### config.mk
export PLATFORM = sky130hd
export DESIGN_NAME = ahb_dma_master
export DESIGN_NICKNAME = d
export VERILOG_FILES = /design/src/rtl/ahb_dma_master_pkg.sv /design/src/rtl/ahb_dma_master_word_buffer.sv /design/src/rtl/ahb_dma_master.sv
export SDC_FILE = /design/constraint.sdc
export NUM_CORES = 1
export LEC_CHECK = 0
export CAP_MARGIN = 20
export CORE_ASPECT_RATIO = 1.2
export CORE_MARGIN = 10
export CORE_UTILIZATION = 50
export DETAILED_ROUTE_END_ITERATION = 10
export GPL_TIMING_DRIVEN = 0
export PLACE_DENSITY = 0.76
export SLEW_MARGIN = 30
export SYNTH_ARGS = -nofsm -noshare
export SYNTH_HDL_FRONTEND = slang
export SYNTH_HIERARCHICAL = 1
export SYNTH_SLANG_ARGS = --single-unit
### constraint.sdc
create_clock -name HCLK -period 4.3 [get_ports HCLK]
set_input_delay 0.43 -clock HCLK [delete_from_list [all_inputs] [get_ports HCLK]]
set_output_delay 0.43 -clock HCLK [all_outputs]
set_load 0.02 [all_outputs]
### src/rtl/ahb_dma_master_pkg.sv
`default_nettype none
// +----------------------------------------------------------------------+
// | ahb_dma_master_pkg                                                   |
// | AHB encodings and helpers shared by the DMA master and its buffer.   |
// | Revision: 1.0                                                        |
// +----------------------------------------------------------------------+
package ahb_dma_master_pkg;

  localparam logic [1:0] HTRANS_IDLE   = 2'b00;
  localparam logic [1:0] HTRANS_BUSY   = 2'b01;
  localparam logic [1:0] HTRANS_NONSEQ = 2'b10;
  localparam logic [1:0] HTRANS_SEQ    = 2'b11;

  localparam logic [2:0] HBURST_SINGLE = 3'b000;
  localparam logic [2:0] HBURST_INCR4  = 3'b011;

  localparam logic [2:0] HSIZE_WORD    = 3'b010;

  localparam logic [1:0] HRESP_OKAY    = 2'b00;
  localparam logic [1:0] HRESP_ERROR   = 2'b01;

  // A 4-beat word burst starting at this word index stays inside one 1KB page.
  function automatic logic incr4_fits(input logic [7:0] word_idx);
    return (word_idx <= 8'hFC);
  endfunction

endpackage
`default_nettype wire

### src/rtl/ahb_dma_master_word_buffer.sv
`default_nettype none
// +----------------------------------------------------------------------+
// | dma_word_buffer                                                      |
// | Staging register file between the read and write bursts of a chunk. |
// | Revision: 1.0                                                        |
// +----------------------------------------------------------------------+
module dma_word_buffer #(
  parameter int DEPTH = 4
) (
  input  logic        HCLK,
  input  logic        HRESET,
  input  logic        clear_i,
  input  logic        push_i,
  input  logic [31:0] push_data_i,
  input  logic        pop_i,
  output logic [31:0] pop_data_o
);

  localparam int PW = $clog2(DEPTH);

  logic [31:0]   mem_q [DEPTH];
  logic [PW-1:0] wr_ptr_q;
  logic [PW-1:0] rd_ptr_q;

  // Words are written in read-beat order and handed out in the same order.
  always_ff @(posedge HCLK or posedge HRESET) begin
    if (HRESET) begin
      for (int i = 0; i < DEPTH; i++) begin
        mem_q[i] <= '0;
      end
      wr_ptr_q <= '0;
      rd_ptr_q <= '0;
    end else if (clear_i) begin
      wr_ptr_q <= '0;
      rd_ptr_q <= '0;
    end else begin
      if (push_i) begin
        mem_q[wr_ptr_q] <= push_data_i;
        wr_ptr_q        <= wr_ptr_q + 1'b1;
      end
      if (pop_i) begin
        rd_ptr_q <= rd_ptr_q + 1'b1;
      end
    end
  end

  assign pop_data_o = mem_q[rd_ptr_q];

endmodule
`default_nettype wire

### src/rtl/ahb_dma_master.sv
`default_nettype none
// +----------------------------------------------------------------------+
// | ahb_dma_master                                                       |
// | Single-channel AHB memory-to-memory copy engine, INCR4 or SINGLE.    |
// | Revision: 1.0                                                        |
// +----------------------------------------------------------------------+
module ahb_dma_master
  import ahb_dma_master_pkg::*;
#(
  parameter int LEN_W     = 16,
  parameter int BUF_DEPTH = 4
) (
  input  logic             HCLK,
  input  logic             HRESET,
  input  logic             start,
  input  logic [31:0]      src_addr,
  input  logic [31:0]      dst_addr,
  input  logic [LEN_W-1:0] len_words,
  output logic             busy,
  output logic             done,
  output logic             err,
  output logic [31:0]      HADDR,
  output logic [1:0]       HTRANS,
  output logic             HWRITE,
  output logic [2:0]       HSIZE,
  output logic [2:0]       HBURST,
  output logic [31:0]      HWDATA,
  input  logic             HREADY,
  input  logic [1:0]       HRESP,
  input  logic [31:0]      HRDATA
);

  localparam logic [2:0] ST_IDLE   = 3'd0;
  localparam logic [2:0] ST_CHK    = 3'd1;
  localparam logic [2:0] ST_RD     = 3'd2;
  localparam logic [2:0] ST_RD_END = 3'd3;
  localparam logic [2:0] ST_WR     = 3'd4;
  localparam logic [2:0] ST_WR_END = 3'd5;
  localparam logic [2:0] ST_ABORT  = 3'd6;
  localparam logic [2:0] ST_FIN    = 3'd7;

  typedef enum logic [2:0] {
    S_IDLE   = ST_IDLE,
    S_CHK    = ST_CHK,
    S_RD     = ST_RD,
    S_RD_END = ST_RD_END,
    S_WR     = ST_WR,
    S_WR_END = ST_WR_END,
    S_ABORT  = ST_ABORT,
    S_FIN    = ST_FIN
  } state_t;

  state_t           state_q, state_d;
  logic [31:0]      src_q, src_d, dst_q, dst_d;
  logic [LEN_W-1:0] rem_q, rem_d;
  logic             chunk4_q, chunk4_d;
  logic [1:0]       abeat_q, abeat_d;
  logic             dphase_q, dphase_d;
  logic             err_q, err_d;
  logic [31:0]      haddr_q, haddr_d;
  logic [1:0]       htrans_q, htrans_d;
  logic             hwrite_q, hwrite_d;
  logic [2:0]       hburst_q, hburst_d;
  logic [31:0]      hwdata_q, hwdata_d;
  logic             w_buf_clear;

  logic        w_addr_acc, w_data_err, w_data_ok, w_push, w_pop;
  logic        w_last_beat, w_misaligned, w_chunk4;
  logic [31:0] w_buf_rdata, w_step;

  // A data phase is pending after any accepted address phase; an ERROR response
  // is acted on in its first cycle so the following address can be withdrawn.
  assign w_addr_acc   = (htrans_q != HTRANS_IDLE) && HREADY;
  assign w_data_err   = dphase_q && (HRESP != HRESP_OKAY);
  assign w_data_ok    = dphase_q && HREADY && (HRESP == HRESP_OKAY);
  assign w_push       = w_data_ok && ((state_q == S_RD) || (state_q == S_RD_END));
  assign w_pop        = w_addr_acc && hwrite_q && (state_q == S_WR);
  assign w_last_beat  = (abeat_q == (chunk4_q ? 2'd3 : 2'd0));
  assign w_misaligned = (src_q[1:0] != 2'b00) || (dst_q[1:0] != 2'b00);
  assign w_chunk4     = (rem_q >= LEN_W'(4)) && incr4_fits(src_q[9:2]) && incr4_fits(dst_q[9:2]);
  assign w_step       = chunk4_q ? 32'd16 : 32'd4;

  dma_word_buffer #(
    .DEPTH(BUF_DEPTH)
  ) u_buf (
    .HCLK       (HCLK),
    .HRESET     (HRESET),
    .clear_i    (w_buf_clear),
    .push_i     (w_push),
    .push_data_i(HRDATA),
    .pop_i      (w_pop),
    .pop_data_o (w_buf_rdata)
  );

  // State and bus-output registers; bus outputs only move on accepted phases.
  always_ff @(posedge HCLK or posedge HRESET) begin
    if (HRESET) begin
      state_q  <= S_IDLE;
      src_q    <= '0;
      dst_q    <= '0;
      rem_q    <= '0;
      chunk4_q <= 1'b0;
      abeat_q  <= '0;
      dphase_q <= 1'b0;
      err_q    <= 1'b0;
      haddr_q  <= '0;
      htrans_q <= HTRANS_IDLE;
      hwrite_q <= 1'b0;
      hburst_q <= HBURST_SINGLE;
      hwdata_q <= '0;
    end else begin
      state_q  <= state_d;
      src_q    <= src_d;
      dst_q    <= dst_d;
      rem_q    <= rem_d;
      chunk4_q <= chunk4_d;
      abeat_q  <= abeat_d;
      dphase_q <= dphase_d;
      err_q    <= err_d;
      haddr_q  <= haddr_d;
      htrans_q <= htrans_d;
      hwrite_q <= hwrite_d;
      hburst_q <= hburst_d;
      hwdata_q <= hwdata_d;
    end
  end

  // Next-state logic: chunk sizing, burst sequencing, error abort.
  always_comb begin
    state_d     = state_q;
    src_d       = src_q;
    dst_d       = dst_q;
    rem_d       = rem_q;
    chunk4_d    = chunk4_q;
    abeat_d     = abeat_q;
    err_d       = err_q;
    haddr_d     = haddr_q;
    htrans_d    = htrans_q;
    hwrite_d    = hwrite_q;
    hburst_d    = hburst_q;
    hwdata_d    = hwdata_q;
    w_buf_clear = 1'b0;
    dphase_d    = w_addr_acc ? 1'b1 : (HREADY ? 1'b0 : dphase_q);

    if (w_pop) begin
      hwdata_d = w_buf_rdata;
    end

    case (state_q)
      S_IDLE: begin
        if (start) begin
          src_d   = src_addr;
          dst_d   = dst_addr;
          rem_d   = len_words;
          err_d   = 1'b0;
          state_d = S_CHK;
        end
      end
      S_CHK: begin
        if (w_misaligned) begin
          err_d   = 1'b1;
          state_d = S_FIN;
        end else if (rem_q == '0) begin
          state_d = S_FIN;
        end else begin
          chunk4_d    = w_chunk4;
          hburst_d    = w_chunk4 ? HBURST_INCR4 : HBURST_SINGLE;
          haddr_d     = src_q;
          htrans_d    = HTRANS_NONSEQ;
          hwrite_d    = 1'b0;
          abeat_d     = 2'd0;
          w_buf_clear = 1'b1;
          state_d     = S_RD;
        end
      end
      S_RD, S_WR: begin
        if (w_data_err) begin
          htrans_d = HTRANS_IDLE;
          state_d  = S_ABORT;
        end else if (w_addr_acc) begin
          if (w_last_beat) begin
            htrans_d = HTRANS_IDLE;
            state_d  = (state_q == S_RD) ? S_RD_END : S_WR_END;
          end else begin
            htrans_d = HTRANS_SEQ;
            haddr_d  = haddr_q + 32'd4;
            abeat_d  = abeat_q + 2'd1;
          end
        end
      end
      S_RD_END: begin
        if (w_data_err) begin
          htrans_d = HTRANS_IDLE;
          state_d  = S_ABORT;
        end else if (w_data_ok) begin
          haddr_d  = dst_q;
          htrans_d = HTRANS_NONSEQ;
          hwrite_d = 1'b1;
          abeat_d  = 2'd0;
          state_d  = S_WR;
        end
      end
      S_WR_END: begin
        if (w_data_err) begin
          htrans_d = HTRANS_IDLE;
          state_d  = S_ABORT;
        end else if (w_data_ok) begin
          src_d    = src_q + w_step;
          dst_d    = dst_q + w_step;
          rem_d    = rem_q - (chunk4_q ? LEN_W'(4) : LEN_W'(1));
          hwrite_d = 1'b0;
          state_d  = S_CHK;
        end
      end
      S_ABORT: begin
        htrans_d = HTRANS_IDLE;
        if (HREADY) begin
          err_d   = 1'b1;
          state_d = S_FIN;
        end
      end
      S_FIN: begin
        state_d = S_IDLE;
      end
      default: begin
        state_d = S_IDLE;
      end
    endcase
  end

  assign busy   = (state_q != S_IDLE);
  assign done   = (state_q == S_FIN);
  assign err    = err_q;
  assign HADDR  = haddr_q;
  assign HTRANS = htrans_q;
  assign HWRITE = hwrite_q;
  assign HSIZE  = HSIZE_WORD;
  assign HBURST = hburst_q;
  assign HWDATA = hwdata_q;

endmodule
`default_nettype wire

==> impl_summary.md, run 1 <==
Route
In the routed design, unresolved DRC markers number 0. The final layout contains routed wiring with a total length of between 50000 and 60000 um. The via density per instance is approximately 6.5. The overall via count from detail_route is 13815. The number of detailed-route iterations in the first pass is 6. After detailed routing, the average wire length per cell comes to between 20 and 30 um. The first routing iteration left about 1600 violations. The detail route stage leaves a number of antenna-violating nets equal to 0.

Logic synthesis
The area share of the largest cell type after synthesis is 45.3%. The total of warnings raised by yosys is 6. Among all flip-flop cells after synthesis, the most frequent one is dfrtp_1. The portion of the post-synthesis area used by sequential elements is around 45%.

The commonest cells after synthesis are 287 x dfrtp_1, 184 x nand2_1, 120 x mux2_4. The number of distinct library cell variants in the gate-level netlist after synthesis is 93. In this run, synthesis produced a sequential element count of 287. The cell area after synthesis is between 15000 and 20000 sq um. The async set-reset flop share out of synthesis is 100%. The synthesized design contains 0 enable-type register cells. Yosys attributes the largest share of cell area to dfrtp_1 45%, mux2_4 11%, mux4_2 4.5%. The post-synthesis cell type with the largest combined area is dfrtp_1. The average cell area after synthesis is ~11 sq um.

The cell with the most instances after synthesis is dfrtp_1. The count of mapped cells out of synthesis is about 1500.

Layout
The sequential cell area is 7180 sq um. For this run, the post-layout net count is around 1800. Of the cells placed in the final design, the portion with a size suffix greater than 1 is a little under a fifth. The post-synthesis to final-layout area growth is 23.9%. The number of filler cells placed in the layout is 2477. The total area of multi-input combinational cells is 7850 sq um.

Clocking
The number of clock buffers added by TritonCTS is 30. TritonCTS built the clock tree. After clock tree synthesis, the flow added hold-fix buffers numbering 0. In this run the number of H-tree levels came out at 1. Post-CTS repair changed the size of 0 cells. After clock tree synthesis, the clock-pin slew on the worst setup and hold paths is 0.07 ns. The clock network latency to the later pin of the worst-skew pair is between 0.5 and 0.6 ns.

CTS saw 287 sinks. The root buffer cell chosen for the clock tree is clkbuf_16. The clock passes through at most 3 buffers. The number of buffers inserted to repair setup after CTS is 0.

Timing
The final worst-path setup slack is around 1.1 ns. The worst clock skew is 0.0137 ns. The number of failing hold endpoints at the final stage is 0. The worst relative slew slack is around 33%. Setup violations remaining at the end of the flow were counted as 0. Timing would allow up to approximately 310 MHz.

The minimum period implied by the final worst setup slack is ~3.2 ns. The number of pins with negative max-slew slack in the final report was 0. The pin slew with the least headroom to its limit is 0.984 ns. The share of the cycle needed by the critical path after routing is about three quarters. Setup repair after global routing left no endpoint under its margin.

Critical path
The kind of cell with the highest combined delay on the critical path is buffers and inverters. Counting both buffers and inverters, the worst setup path holds a total of 4. The critical path required time is about 3.9 ns. The worst register-to-register path has a setup slack of roughly 1.5 ns. The largest individual stage delay along the critical path comes from the cell clkdlybuf4s50_1. The arrival time of the worst setup path is roughly 2.8 ns. The kind of end point of the critical path is an output pin. In this run the worst path has a maximum fanout of 10. Measured in cells, the most critical reg-to-reg path has a length of 7.

In this run the number of cells on the critical path is 5. The signal on the critical path passes through buf_2 > inv_1 > clkbuf_1 > nor3_1 > clkdlybuf4s50_1. The critical path in this run is classified as register to output pin.

The sort of element at the start of the critical path is a register. For this run, the slowest stage of the critical path takes 0.72 ns.

Placed design
The final weighted congestion in routability-driven placement is roughly 1. Detailed placement finished with a half-perimeter wire length of slightly below 40000 um. The count of buffers added on input and output ports is around 190. The worst setup slack after placement is approximately 1.4 ns.

Power and ir drop
The net switching component of the power is 5.80 mW. The maximum vdd drop is between 0.0005 and 0.0006 V. Registers are responsible for about a third of the overall power.

The clock share of power is 22.4%. Per report_power, the combinational group accounts for between 40% and 50% of the total. For this design the ratio of total power to cell area is between 700 and 800 nW/um^2.

Net switching is between 40% and 50% of the power. The internal power summed over all cells is ~8 mW. The overall power after layout is ~14 mW. The leakage power figure is around 8.9 nW.

Global routing
The initial antenna violation count is 4. Across every metal layer, demand over resource in global routing totals a little over a quarter. Global routing finished with a remaining overflow of 0. The first global-routing pass estimated 85500 um of wire. The maximum number of pins on one net before global-route repair is between 90 and 100. The number of global-route vias before repair is 14426.

Floorplan
The floorplan has 71 rows. Measured along the x axis, the die boundary spans about 180 um. The area of the core is around 31000 sq um. The count of pins on the block boundary is slightly below 200. The area enclosed by the die boundary is 39300 sq um.

The initial core utilization is between 50% and 60%. The height of the chip is about 220 um.

Outcome
The flow ran to the end, and the final reports show no timing, DRC or antenna violations.

Job
The max-capacitance violation count is 0.

Min path
The tightest min-delay check is of the input port to async pin type.
## stage by stage
stage | setup TNS [ns] | instance area, sq um | util (%) | hold slack, ns | instances
6_report | 0 | 19700 | 62.7 | 0.352 | 2128
5_1_grt | 0 | 19700 | 62.7 | 0.388 | 2127
4_1_cts | 0 | 19600 | 62.7 | 0.372 | 2125
3_5_place_dp | 0 | 18500 | 58.9 | 0.465 | 2070
3_3_place_gp | -181.78 | 18300 | 58.3 | 0.459 | 2062
2_1_floorplan | 0 | 15900 | - | 0.459 | 1472
## registers in the layout (all words and copies together) (netlist names)
name            flops
u_buf/rd_ptr_q      2
src_q              32
abeat_q             2
HWRITE              1
rem_q              16
HWDATA             32
u_buf/wr_ptr_q      2
u_buf/mem_q       128
HTRANS              2
dst_q              32
err                 1
dphase_q            1
HBURST              1
state_q             3
HADDR              32
## logic make-up (layout without fill, tap and decap cells)
group                    count (synthesis)  after routing  synth area share [%]
AND/OR/NAND/NOR                        455            455                  14.2
AO/OA/AOI/OAI                          400            400                  16.9
multiplexers                           165            165                  16.8
other                                    2              7                0.0473
buffers and inverters                  142            394                  5.35
XOR/XNOR                                 5              5                 0.323
flip-flops                             287            287                  45.3
adder cells (fa/ha/maj)                 14             14                  1.10
## path summary, 6_finish.rpt
kind | end | from
worst max register to register | rem_q[14] | state_q[0]
worst max-delay path | done | state_q[2]
min in group HCLK | dst_q[0] | dst_addr[0]
worst min-delay path | u_buf/mem_q[99] | HRESET
worst min register to register | HWDATA[11] | HWDATA[11]
max in group asynchronous | HADDR[24] | HRESET
## layout make-up
cell class | count | share of cell area, %
tap | 401 | 2.55
antenna | 3 | 0.0382
multi-input combinational | 1043 | 39.9
timing repair buffer | 197 | 10.6
clock inverter | 17 | 1.75
clock buffer | 38 | 4.23
buffer | 114 | 3.79
inverter | 28 | 0.592
sequential | 287 | 36.5
## power by group through the flow
stage               registers, mW  clock network, mW  logic (mW)
floorplan                    4.49                  0        3.58
global placement             4.55                  0        5.83
detailed placement           4.57                  0        5.96
CTS                          4.55               3.11        6.00
global route                 4.67               3.22        6.53
finish                       4.60               3.09        6.09
## layout by cell type (no fill, tap or decap), types with 8 or more instances in the layout
| cell type | Yosys | layout |
|---|---|---|
| buf_2 | 35 | 35 |
| dfrtp_1 | 287 | 287 |
| o22a_1 | 12 | 12 |
| nor4_1 | 8 | 8 |
| o22ai_1 | 29 | 29 |
| a2bb2oi_1 | 8 | 8 |
| nand4_1 | 25 | 25 |
| nand3_1 | 58 | 58 |
| o21ai_0 | 62 | 62 |
| clkdlybuf4s50_1 | 0 | 189 |
| mux2_4 | 120 | 120 |
| buf_8 | 13 | 13 |
| a211oi_1 | 11 | 11 |
| a222oi_1 | 9 | 9 |
| a22o_1 | 10 | 10 |
| a22oi_1 | 16 | 16 |
| o21ai_1 | 17 | 17 |
| inv_1 | 27 | 25 |
| clkbuf_16 | 0 | 31 |
| nand2_1 | 184 | 184 |
| ha_1 | 14 | 14 |
| o31ai_1 | 31 | 31 |
| a31oi_1 | 28 | 28 |
| nor3_1 | 15 | 15 |
| mux2_2 | 11 | 11 |
| bufinv_16 | 0 | 10 |
| and2_1 | 10 | 10 |
| nor2_1 | 75 | 75 |
| mux4_2 | 32 | 32 |
| and3_1 | 24 | 24 |
| clkbuf_1 | 43 | 47 |
| buf_4 | 10 | 10 |
| a21oi_1 | 93 | 93 |
## routing by layer
| layer | track usage [%] | vias up | part of all wire (%) |
|---|---|---|---|
| li1 | - | 5970 | - |
| met5 | 0 | - | 0.047 |
| met3 | 6.12 | 208 | 8.9 |
| met4 | 15.4 | 4 | 6.2 |
| met1 | 33.0 | 6810 | 38 |
| met2 | 43.9 | 823 | 47 |
Note: power is estimated with default switching activity, not from simulation.
==> run 2: changes to the inputs <==
Clock period 4.3 ns to 2.65 ns, I/O delays scaled along.
==> impl_summary.md, run 2 (synthesis results as in run 1) <==
Outcome
The run finished with clean final reports.

Placed design
Once detailed placement completed, the half-perimeter wirelength came to about 40000 um. The count of buffers inserted at the top-level ports is between 150 and 200. The post-placement cell area is approximately 19000 sq um. The placed instance count is 2073. Prior to clock tree synthesis, the placed netlist has a worst setup slack of -0.164 ns. The congestion estimate from routability-driven global placement came to ~0.98.

Floorplan
The count of pins on the block boundary is around 190. The initial core utilization is roughly 51%. The area enclosed by the die boundary is 39300 sq um. The area of the core is between 30000 and 40000 sq um. The die is ~180 um wide. The placement row count is roughly 70. The die is roughly 220 um tall.

Global routing
The wire length of the first global-routing pass is 85800 um. The number of global-route vias before repair was 14162. The maximum number of pins on one net before global-route repair is 31. In the global route stage, overall resource usage came out at between 20% and 30%. Summed over all layers, the global routing overflow is 0. For met3 alone, demand over resource in global routing was around 5.3%. The global routing usage on met2 is 44.1%. The peak-usage layer in the global routing report is met2. The initial antenna violation count is 2. The met1 capacity usage during global routing is 34.6%.

Power and ir drop
IR analysis of the VDD net gives a maximum drop of 0.000754 V. The analysis attributes to cell leakage a power of 8.90 nW. Total power for the finished layout comes to around 22 mW. For this design the ratio of total power to cell area is 1110 nW/um^2.

Timing
For this run, the top clock speed supported by timing is ~390 MHz. Setup violations remaining at the end of the flow were counted as 0. At the pin with the least slew margin, the transition time is about 1.0 ns. The number of failing hold endpoints at the final stage is 0. The routed design could run at a clock period as short as between 2 and 3 ns. The worst relative slew slack is 31.8%. The final total negative setup slack is 0 ns. On the final layout, the worst clock skew is around 0.019 ns. Final hold analysis gives a worst-case slack of between 0.02 and 0.025 ns.

The final worst-path setup slack is 0.0864 ns. The number of pins with negative max-slew slack in the final report is 0. The share of the cycle needed by the critical path after routing is slightly below 100%.

Clocking
The later pin in the worst-skew pair is clocked with a latency of around 0.6 ns. The H-tree depth is 1. The CTS root buffer is clkbuf_16. After clock tree synthesis, the clock-pin slew on the worst setup and hold paths is 0.06 ns. The clock drives about 290 sinks.

The CTS tree is built. The clock passes through at most 3 buffers. The number of clock buffers added by TritonCTS is 31.

Critical path
The class of the most critical setup path is register to register. The buffer and inverter count on the worst path is 3. The worst setup path is captured at a register. The largest single stage delay on the critical path is between 0.6 and 0.7 ns. STA classifies the critical path startpoint as a register.

The slowest stage of the critical path belongs to the cell clkbuf_1. In this run the worst path has a maximum fanout of 10. The kind of cell with the highest combined delay on the critical path is buffers and inverters. The cell repeated most along the worst path is clkbuf_1. STA puts the critical path data required time at 3.15 ns. The signal on the critical path passes through and3b_1 > clkbuf_1 > clkbuf_1 > clkbuf_1 > o32ai_1 > a22oi_1. The arrival time of the worst setup path is 3.06 ns.

Route
The detail-routed net length per standard cell is 26.0 um. The count of routing violations after the opening detailed-route iteration is about 1500. The final wirelength is around 55000 um.

The routed layout has approximately 14000 vias. The number of detailed-route iterations in the first pass is 8. Using the TritonRoute via totals, the vias-per-cell ratio works out to around 6.5. The post-route DRC violation count is 0.

The post-detailed-route count of antenna-violating nets is 0.

Layout
After routing the design area is ~20000 sq um. The proportion of layout cells with a drive suffix above 1 is around 19%. The final-stage net count is between 1500 and 2000. The register with the most flip-flops in the layout has 128 of them. For this run, the number of standard cells in the final layout without fillers is between 2000 and 2500. The library cells used most frequently in the layout, excluding fill and tap cells, are 286 x dfrtp_1, 187 x clkdlybuf4s50_1, 184 x nand2_1. The core utilization of the finished layout is between 60 and 70%. The most common cell after layout, fill and taps aside is dfrtp_1. Compared with the post-synthesis result, the final layout area differs by 23.5%. More flip-flops sit in one register than any other, and that register is u_buf/mem_q. The layout has between 2000 and 3000 filler cells.

Min path
The path class of the tightest hold or removal check is input port to async pin.

Job
The max-capacitance violation count is 0.
==> run 2: cell type report <==
type                       instances  area, sq um  share of cell area, %
sequential                       287         7180                   36.7
timing repair buffer             201         2140                   10.9
tap                              401          502                   2.56
multi-input combinational       1043         7890                   40.3
inverter                          28          113                  0.575
clock buffer                      37          818                   4.18
antenna                            1         2.50                 0.0128
buffer                           112          742                   3.79
clock inverter                    16          200                   1.02
==> run 2: worst paths after layout <==
kind,from,cells after the start,slack [ns],endpoint
max,state_q[1],6,0.09,rem_q[15]
max in group asynchronous,HRESET,5,1.52,u_buf/mem_q[23]
min,HRESET,2,0.02,HWDATA[6]
min in group HCLK,dst_addr[0],3,0.22,dst_q[0]
min reg2reg,HWDATA[17],2,0.47,HWDATA[17]
max reg2reg,state_q[1],6,0.09,rem_q[15]
==> run 2: timing repair <==
item,4_1_cts,5_1_grt
pin swaps,1,0
hold buffers,0,0
endpoints found under the setup margin,137,140
buffers inserted,1,0
resized for setup,8,13
endpoints found under the hold margin,0,0
cloned,0,0
==> run 2: layer usage <==
| layer | wire length, um | share of wire [%] |
|---|---|---|
| met2 | 26200 | 47 |
| met3 | 4600 | 8.3 |
| met5 | 13 | 0.024 |
| met4 | 3150 | 5.7 |
| met1 | 21400 | 39 |
==> run 2: power breakdown <==
group	total (mW)	internal, mW	switching [mW]
registers	7.51	5.71	1.80
clock network	4.46	2.58	1.88
logic	9.87	4.07	5.80
total	21.8	12.4	9.48
==> run 3: changes to the inputs <==
Settings changed: CAP_MARGIN 20 to not set, TNS_END_PERCENT set to 10.
==> impl_summary.md, run 3 (synthesis results as in run 1) <==
Timing
The worst path in the final design needs a cycle of between 2 and 3 ns, including I/O delays and setup. For the final database, setup skew stands at 0.0126 ns. In the final timing run, aggregate negative setup slack is 0 ns. The total of endpoints with negative setup slack in the final report is 0.

The pin slew with the least headroom to its limit is around 0.9 ns. After layout, the worst path uses a little over nine tenths of the clock period. Setup repair after global routing could not meet its margin everywhere. The number of pins with negative max-slew slack in the final report came to 0. For this run, the top clock speed supported by timing is 383 MHz. The worst pin sits at a relative slew slack of 38.3%. The number of failing hold endpoints at the final stage is 0.

Clocking
The CTS root buffer is clkbuf_16. The clock network latency to the later pin of the worst-skew pair is 0.56 ns. The H-tree depth is 1. In this run the deepest clock path goes through 3 buffers. The hold buffer count at CTS is 0. Clock-pin slew was measured on the worst setup and hold paths at about 0.070 ns. The TritonCTS sink count is between 200 and 300. The CTS tree is built. The number of clock buffers added by TritonCTS is 30.

Critical path
The start of the worst register-to-register path is state_q[1]. Broken down by cell family, the worst path's largest delay share belongs to buffers and inverters. The critical path contains buffers and inverters numbering 3 combined.

In this run the critical register-to-register path is captured at dst_q[27]. Measured in cells, the most critical reg-to-reg path has a length of 7. The critical path goes through and3b_1 > clkbuf_1 > clkbuf_1 > clkbuf_1 > nor2_1 > a31oi_1 > o32a_1. By startpoint and endpoint, the worst setup path is classified as register to register.

The most numerous cell type found on the critical path is clkbuf_1. The logic depth of the worst path, buffers included is 7. The critical path required time is 3.14 ns.

The largest fanout of any net on the critical path is 10. The slowest stage cell on the critical path is clkbuf_1. The highest cell delay on the worst timing path is 0.53 ns. The worst setup path is captured at a register.

The worst setup path is launched from a register. Setup slack on the worst reg-to-reg path comes out at ~0.039 ns. Tracing the worst setup path back leads to its startpoint at state_q[1].

The endpoint of the most critical setup path is dst_q[27]. STA puts the critical path data arrival time at around 3.1 ns.

Placed design
Detailed placement finished with a half-perimeter wire length of approximately 40000 um. Input and output buffers added on the ports amount to between 150 and 200. The final weighted congestion in routability-driven placement is a little under 1.

Counting tap cells, the placed design contains a total of between 2000 and 2500 instances.

Layout
u_buf/mem_q holds more flip-flops than any other register. The library cell used most frequently in the layout, excluding fill and tap cells, is dfrtp_1. From synthesis to final layout, the design area changed by 24.2%. The final-stage net count is between 1500 and 2000. The flip-flop count of the largest register, all copies and words added is ~130. The post-route netlist has 19.1% of its cells at a drive strength greater than 1. The count of cells in the finished layout, fillers not included, comes to around 2100.

The core utilization of the finished layout is between 60% and 70%. Leaving out fill and tap cells, the most frequent cells in the layout are 286 x dfrtp_1, 187 x clkdlybuf4s50_1, 184 x nand2_1.

Power and ir drop
The share of power burned in registers is around a third. Of the total power, the share spent switching nets is 42.2%. The clock share of power is between 20% and 30%. Dividing total power by cell area gives a power density of 1140 nW/um^2. The maximum vdd drop is approximately 0.00083 V. Per report_power, the combinational group accounts for 44.2% of the total. The net switching component of the power is roughly 9.4 mW. The leakage power figure is ~8.9 nW. The internal power of the cells totals ~13 mW.

Floorplan
The area enclosed by the die boundary is between 30000 and 40000 sq um. The initialized floorplan defines between 70 and 80 standard-cell rows. The initial core utilization is 50.6%. The die span in x is ~180 um.

For this design the top-level I/O count stands at around 190. The height of the chip is approximately 220 um. The area of the core is 31400 sq um.

Min path
The classification of the worst-slack hold path is input port to async pin.

Route
The via density per instance is about 6.5. The detail-routed net length per standard cell is 25.9 um. The detailed router placed 13777 vias in this run. The number of detailed-route iterations in the first pass is 6.

The post-route DRC violation count is 0. In this run, the number of DRC markers left after iteration 0 of detailed routing was 1429. For this block, the routed nets add up to between 50000 and 60000 um of wire.

The detail route stage leaves a number of antenna-violating nets equal to 0.

Global routing
The number of global-route vias before repair is between 10000 and 15000. Global routing consumed, over all layers together, 27.3% of the routing resources. The first global-routing pass estimated ~86000 um of wire. After global routing the overflow that remains totals 0. Entering global routing, the biggest net connects 92 pins. The initial antenna violation count is 4.

Outcome
The flow ran to the end, and the final reports show no timing, DRC or antenna violations.

Job
The max-capacitance violation count is 0.
[run 3: final cells by class]
cell class                 instances  area, sq um
antenna                            3         7.51
buffer                           113          743
clock buffer                      38          832
clock inverter                    17          344
fill                            2474        11600
inverter                          28          116
multi-input combinational       1043         7890
sequential                       287         7180
tap                              401          502
timing repair buffer             198         2090
[run 3: metal layers]
layer,vias to the layer above,GRT usage [%],share of wire [%]
li1,5957,-,-
met1,6811,33.2,38
met2,802,44.0,47
met3,203,6.07,8.7
met4,4,15.3,6.0
met5,-,0,0.047
[run 3: through the flow]
stage	area [sq um]	total power, mW	hold slack [ns]	setup slack, ns
2_1_floorplan	15900	13.1	0.361	-1.14
3_3_place_gp	18300	16.9	0.459	-2.88
3_5_place_dp	18500	17.1	0.465	-0.130
4_1_cts	19700	22.2	0.207	0.00841
5_1_grt	19700	23.4	0.223	-0.0671
6_report	19700	22.4	0.190	0.0385
[run 3: power by group through the flow]
| stage | clock [mW] | combinational, mW | sequential [mW] |
|---|---|---|---|
| after floorplan | 0 | 5.81 | 7.28 |
| after global placement | 0 | 9.46 | 7.39 |
| after detailed placement | 0 | 9.67 | 7.42 |
| after CTS | 5.05 | 9.75 | 7.38 |
| after global routing | 5.23 | 10.6 | 7.60 |
| final | 5.01 | 9.89 | 7.49 |
[run 3: what timing repair did]
| action | in CTS | in global routing |
|---|---|---|
| setup endpoints to repair | 136 | 144 |
| resized for setup | 8 | 7 |
| buffers inserted | 1 | 0 |
| pin swaps | 1 | 0 |
[run 3: worst reg2reg max path, cell delays in order (launching register included)]
cell	delay, ns
dfrtp_1	0.46
and3b_1	0.23
clkbuf_1	0.25
clkbuf_1	0.51
clkbuf_1	0.53
nor2_1	0.19
a31oi_1	0.20
o32a_1	0.17
[run 3: worst min path at each step]
stage	start	endpoint
2_1_floorplan	HREADY	dphase_q
5_1_grt	HRESET	u_buf/mem_q[103]
4_1_cts	HRESET	u_buf/mem_q[41]
3_3_place_gp	HWDATA[16]	HWDATA[16]
3_5_place_dp	HWDATA[17]	HWDATA[17]
6_report	HRESET	u_buf/mem_q[99]
